`config.mk`:
```
export PLATFORM = sky130hd
export DESIGN_NAME = cv32e40p_illegal_insn_tracker
export DESIGN_NICKNAME = d
export VERILOG_FILES = /design/src/rtl/cv32e40p_illegal_insn_tracker.sv
export SDC_FILE = /design/constraint.sdc
export NUM_CORES = 1
export LEC_CHECK = 0
export ABC_CLOCK_PERIOD_IN_PS = 5160
export CAP_MARGIN = 10
export CORE_MARGIN = 2
export CORE_UTILIZATION = 30
export CTS_CLUSTER_SIZE = 10
export DETAILED_ROUTE_END_ITERATION = 7
export PLACE_DENSITY = 0.59
export SYNTH_ARGS = -nofsm -noshare
export SYNTH_HDL_FRONTEND = slang
export SYNTH_SLANG_ARGS = --single-unit
```
`constraint.sdc`:
```
create_clock -name clk_i -period 5.16 [get_ports clk_i]
set_clock_uncertainty 0.1 [all_clocks]
set_input_delay 0.516 -clock clk_i [delete_from_list [all_inputs] [get_ports clk_i]]
set_output_delay 0.516 -clock clk_i [all_outputs]
set_load 0.02 [all_outputs]
```
`src/rtl/cv32e40p_illegal_insn_tracker.sv`:
```
// Illegal-instruction event capture: dedups stalled repeats, queues {pc, instr, hart} in a FIFO.
// Optional timestamping via `define CV32E40P_ILLEGAL_INSN_TIMESTAMP_EN.
module cv32e40p_illegal_insn_tracker #(
    parameter int unsigned DEPTH     = 4,
    parameter int unsigned CNT_WIDTH = 16,
    parameter int unsigned TS_WIDTH  = 32
) (
    input  logic                 clk_i,
    input  logic                 rst_ni,
    input  logic                 clear_i,
    input  logic                 is_decoding_i,
    input  logic                 illegal_insn_dec_i,
    input  logic [31:0]          pc_id_i,
    input  logic [31:0]          instr_rdata_id_i,
    input  logic [31:0]          hart_id_i,
    output logic                 evt_valid_o,
    input  logic                 evt_ready_i,
    output logic [31:0]          evt_pc_o,
    output logic [31:0]          evt_instr_o,
    output logic [3:0]           evt_hart_o,
`ifdef CV32E40P_ILLEGAL_INSN_TIMESTAMP_EN
    output logic [TS_WIDTH-1:0]  evt_ts_o,
`endif
    output logic [CNT_WIDTH-1:0] illegal_cnt_o,
    output logic [CNT_WIDTH-1:0] drop_cnt_o
);

    localparam int unsigned PtrW = (DEPTH > 1) ? $clog2(DEPTH) : 1;
    localparam int unsigned OccW = $clog2(DEPTH + 1);

    logic                 last_det_q;
    logic [31:0]          last_pc_q;
    logic [PtrW-1:0]      wptr_q, rptr_q;
    logic [OccW-1:0]      occ_q;
    logic [CNT_WIDTH-1:0] illegal_cnt_q, drop_cnt_q;
    logic [31:0]          mem_pc_q    [DEPTH];
    logic [31:0]          mem_instr_q [DEPTH];
    logic [3:0]           mem_hart_q  [DEPTH];

    logic det, new_evt, not_empty, pop, push, drop;
    logic unused_hart_bits;

    assign unused_hart_bits = ^hart_id_i[31:4];

    assign det       = is_decoding_i & illegal_insn_dec_i;
    assign new_evt   = det & ~(last_det_q & (pc_id_i == last_pc_q));
    assign not_empty = (occ_q != '0);
    assign pop       = not_empty & evt_ready_i;
    // A full FIFO still accepts when the head leaves in the same cycle.
    assign push      = new_evt & ((occ_q < OccW'(DEPTH)) | pop);
    assign drop      = new_evt & ~push;

    always_ff @(posedge clk_i or negedge rst_ni) begin
        if (!rst_ni) begin
            last_det_q <= 1'b0;
            last_pc_q  <= '0;
        end else begin
            last_det_q <= det & ~clear_i;
            if (det) begin
                last_pc_q <= pc_id_i;
            end
        end
    end

    always_ff @(posedge clk_i or negedge rst_ni) begin
        if (!rst_ni) begin
            wptr_q <= '0;
            rptr_q <= '0;
            occ_q  <= '0;
        end else if (clear_i) begin
            wptr_q <= '0;
            rptr_q <= '0;
            occ_q  <= '0;
        end else begin
            if (push) begin
                wptr_q <= wptr_q + 1'b1;
            end
            if (pop) begin
                rptr_q <= rptr_q + 1'b1;
            end
            if (push && !pop) begin
                occ_q <= occ_q + 1'b1;
            end else if (pop && !push) begin
                occ_q <= occ_q - 1'b1;
            end
        end
    end

    always_ff @(posedge clk_i or negedge rst_ni) begin
        if (!rst_ni) begin
            for (int i = 0; i < int'(DEPTH); i++) begin
                mem_pc_q[i]    <= '0;
                mem_instr_q[i] <= '0;
                mem_hart_q[i]  <= '0;
            end
        end else if (push && !clear_i) begin
            mem_pc_q[wptr_q]    <= pc_id_i;
            mem_instr_q[wptr_q] <= instr_rdata_id_i;
            mem_hart_q[wptr_q]  <= hart_id_i[3:0];
        end
    end

    always_ff @(posedge clk_i or negedge rst_ni) begin
        if (!rst_ni) begin
            illegal_cnt_q <= '0;
            drop_cnt_q    <= '0;
        end else if (clear_i) begin
            illegal_cnt_q <= '0;
            drop_cnt_q    <= '0;
        end else begin
            if (new_evt && (illegal_cnt_q != '1)) begin
                illegal_cnt_q <= illegal_cnt_q + 1'b1;
            end
            if (drop && (drop_cnt_q != '1)) begin
                drop_cnt_q <= drop_cnt_q + 1'b1;
            end
        end
    end

`ifdef CV32E40P_ILLEGAL_INSN_TIMESTAMP_EN
    logic [TS_WIDTH-1:0] ts_q;
    logic [TS_WIDTH-1:0] mem_ts_q [DEPTH];

    // Free-running; deliberately unaffected by clear_i.
    always_ff @(posedge clk_i or negedge rst_ni) begin
        if (!rst_ni) begin
            ts_q <= '0;
        end else begin
            ts_q <= ts_q + 1'b1;
        end
    end

    always_ff @(posedge clk_i or negedge rst_ni) begin
        if (!rst_ni) begin
            for (int i = 0; i < int'(DEPTH); i++) begin
                mem_ts_q[i] <= '0;
            end
        end else if (push && !clear_i) begin
            mem_ts_q[wptr_q] <= ts_q;
        end
    end

    assign evt_ts_o = not_empty ? mem_ts_q[rptr_q] : '0;
`else
    localparam int unsigned unused_ts_width = TS_WIDTH;
`endif

    assign evt_valid_o   = not_empty;
    assign evt_pc_o      = not_empty ? mem_pc_q[rptr_q]    : '0;
    assign evt_instr_o   = not_empty ? mem_instr_q[rptr_q] : '0;
    assign evt_hart_o    = not_empty ? mem_hart_q[rptr_q]  : '0;
    assign illegal_cnt_o = illegal_cnt_q;
    assign drop_cnt_o    = drop_cnt_q;

endmodule

```
==> flow_metrics.py <==
metrics = {
    "floorplan": {
        "start_util": 0.304,
        "die_h_um": 241,
        "die_w_um": 241,
        "num_rows": 86,
        "core_sq_um": 55300,
        "dieArea_sq_um": 58000,
        "io_pins": 203,
    },
    "clock_network": {
        "cts_tree": "built",
        "htree_levels": 2,
        "clk_pin_slew_ns": 0.06,
        "numCtsBuffers": 44,
        "insertion_delay_ns": 0.59,
        "cts-resized-gates": 0,
        "root_buffer": "clkbuf_16",
        "cts_buffer_depth": 3,
        "cts.sinks": 344,
    },
    "yosys": {
        "syn_area_sq_um": 16800,
        "synth_edf_count": 0,
        "syn-num-nets": 1247,
        "syn_inst": 1138,
        "synth.yosys.warnings": 0,
        "synth_ff_type": "dfrtp_1",
        "async_flop_share": 1.00,
        "ys_seq_area_frac": 0.512,
        "ys_ff_latch": 344,
        "synth.avg_cell_area_sq_um": 14.8,
        "synthDistinctLibCells": 49,
    },
    "finish": {
        "layout-drive-gt1-share": 0.368,
        "fin_util": 0.373,
        "fillerInstances": 5308,
        "fin_area_sq_um": 20600,
        "finalNonFillerCells": 2079,
        "nNetsFinal": 1414,
        "area_growth_pct": 22.7,
    },
    "critical_path": {
        "crit_arrival_ns": 3.28,
        "slowest_stage": "dfrtp_4",
        "required_ns": 4.54,
        "crit_family": "buffers and inverters",
        "startpoint": "rptr_q[0]",
        "slowest_delay_ns": 0.96,
        "r2r-start": "last_pc_q[4]",
        "end_kind": "output port",
        "critPathMaxFanout": 35,
        "crit_buf_inv": 2,
        "path_class": "reg2out",
        "crit_path_cell_trace": "buf_4 -> mux4_2 -> and2_1 -> clkdlybuf4s50_1",
        "critPathLaunchType": "flip-flop",
    },
    "sta": {
        "fmax_mhz": 257,
        "fin_crit_sh": 0.754,
        "rsz0062_at_grt": "no",
        "setup-violations-final": 0,
        "slew_violations": 0,
        "max-slew-margin-rel": 0.359,
        "hold_violations": 0,
        "tightest_slew_ns": 0.960,
        "period_minus_slack_ns": 3.89,
        "setup_tns_ns": 0,
    },
    "placed_design": {
        "placed_cells": 2006,
        "dp_hpwl_um": 25100,
        "dpl_cell_area_sq_um": 19200,
        "gp_congestion": 0.751,
        "port_buffers": 174,
    },
    "power_and_ir_drop": {
        "finalPower_w": 0.00889,
        "leakage_nw": 8.99,
        "p_per_area_nw_per_um2": 431,
        "ir_drop_uv": 336,
    },
    "route": {
        "drtAntennaViolNets": 0,
        "wire_per_inst_um": 19.5,
        "via_per_inst": 4.81,
        "wirelength_um": 40500,
        "drc": 0,
        "drt_pass1_iterations": 6,
        "dr_total_vias": 9999,
        "drt_iter0_drc": 422,
    },
    "global_route": {
        "grt_max_degree": 119,
        "track_usage": 0.141,
        "grt_pass1_vias": 10600,
        "overflow": 0,
        "grt_pass1_wl_um": 63400,
        "antenna_found_initial": 1,
    },
    "run_status": {
        "status": "complete, no violations",
    },
    "job": {
        "drv_cap": 0,
    },
    "worst_hold_path": {
        "min_path_type": "in2reg",
        "hp-start": "clear_i",
    },
}
==> through the flow <==
stage               setup slack (ns)  hold WS, ns
floorplan                       2.12        0.120
global placement                1.10        0.381
detailed placement              1.09        0.387
CTS                             1.13        0.173
global route                    1.03        0.202
finish                          1.27        0.220
==> Yosys cell counts (all sizes together) (3+ instances only) <==
master / instances / area share
dfrtp: 344 / 0.51
mux2: 326 / 0.24
and2: 75 / 0.028
mux4: 68 / 0.091
buf: 41 / 0.025
clkbuf: 34 / 0.0076
nand4: 31 / 0.015
xnor2: 31 / 0.016
nor2: 28 / 0.0062
nor2b: 23 / 0.0086
nor3: 18 / 0.0066
nand2: 16 / 0.0036
nand3: 15 / 0.0052
a21oi: 12 / 0.0036
nor4: 10 / 0.0046
o31ai: 9 / 0.0040
and3: 7 / 0.0026
or4: 7 / 0.0031
ha: 6 / 0.0045
inv: 5 / 0.0011
nand2b: 5 / 0.0019
and4: 4 / 0.0021
nand3b: 3 / 0.0013
xor2: 3 / 0.0016
==> placed cells by master, fill, tap and decap left out, types with 15 or more instances in the layout <==
master,n
nor2b_1,23
clkbuf_16,44
nand2_1,16
mux4_2,68
nand4_1,27
dfrtp_1,342
mux2_4,80
nor2_1,28
clkdlybuf4s50_1,172
mux2_2,246
xnor2_1,31
nor3_1,15
and2_1,74
==> power by group <==
group          switching [W]  total [W]  internal (W)
sequential          0.000300    0.00347       0.00317
clock                0.00120    0.00297       0.00178
combinational        0.00105    0.00245       0.00140
==> sequential cells by signal, summed over array words and instances (netlist names) <==
signal / flops
last_pc_q: 32
mem_pc_q: 128
drop_cnt_o: 16
wptr_q: 2
illegal_cnt_o: 16
mem_hart_q: 16
mem_instr_q: 128
rptr_q: 2
occ_q: 3
last_det_q: 1
==> cell type report <==
class	count	area, sq um	area share
Antenna cell	1	2.50	0.000121
Multi-Input combinational cell	714	7650	0.371
Sequential cell	344	8620	0.418
Inverter	5	18.8	0.000910
Tap cell	748	936	0.0454
Clock buffer	64	1250	0.0604
Timing Repair Buffer	196	2010	0.0974
Clock inverter	7	150	0.00728
==> what timing repair did <==
item / in CTS / in global routing
endpoints found under the setup margin: 0 / 0
hold endpoints to repair: 88 / 0
hold buffers: 1 / 0
setup buffers: 0 / 0
==> worst register-to-register path, stage by stage (launching register included) <==
cell and delay (ns):
dfrtp_1 0.38, xnor2_1 0.32, nand4_1 0.20, nor4_4 0.50
and3_1 0.23, buf_4 0.36, nor3_1 0.13, fa_1 0.45
a311oi_1 0.30, a221oi_1 0.15, a31oi_1 0.18
==> path summary, 6_finish.rpt <==
kind                       cells past startpoint         endpoint  slack (ns)
min                                            2       last_det_q        0.22
max reg2reg                                   10         occ_q[2]        1.77
min in group asynchronous                      2  mem_instr_q[91]        0.43
max                                            4  evt_instr_o[16]        1.27
max in group asynchronous                      3     mem_pc_q[11]        3.22
min reg2reg                                    1  mem_instr_q[20]        0.40
==> routing by layer <==
metal  global-route usage  wire length (um)
met3               0.0275              1820
met2                0.228             19200
met1                0.193             18500
met4               0.0438               827
met5                    0                13
==> kinds of logic after synthesis <==
family | Yosys count | share of synthesized area
multiplexers | 396 | 0.328
flip-flops | 344 | 0.512
AND/OR/NAND/NOR | 246 | 0.0911
buffers and inverters | 80 | 0.0333
XOR/XNOR | 34 | 0.0177
AO/OA/AOI/OAI | 31 | 0.0121
adder cells (fa/ha/maj) | 7 | 0.00565
Power figures use the tool's default switching activity.
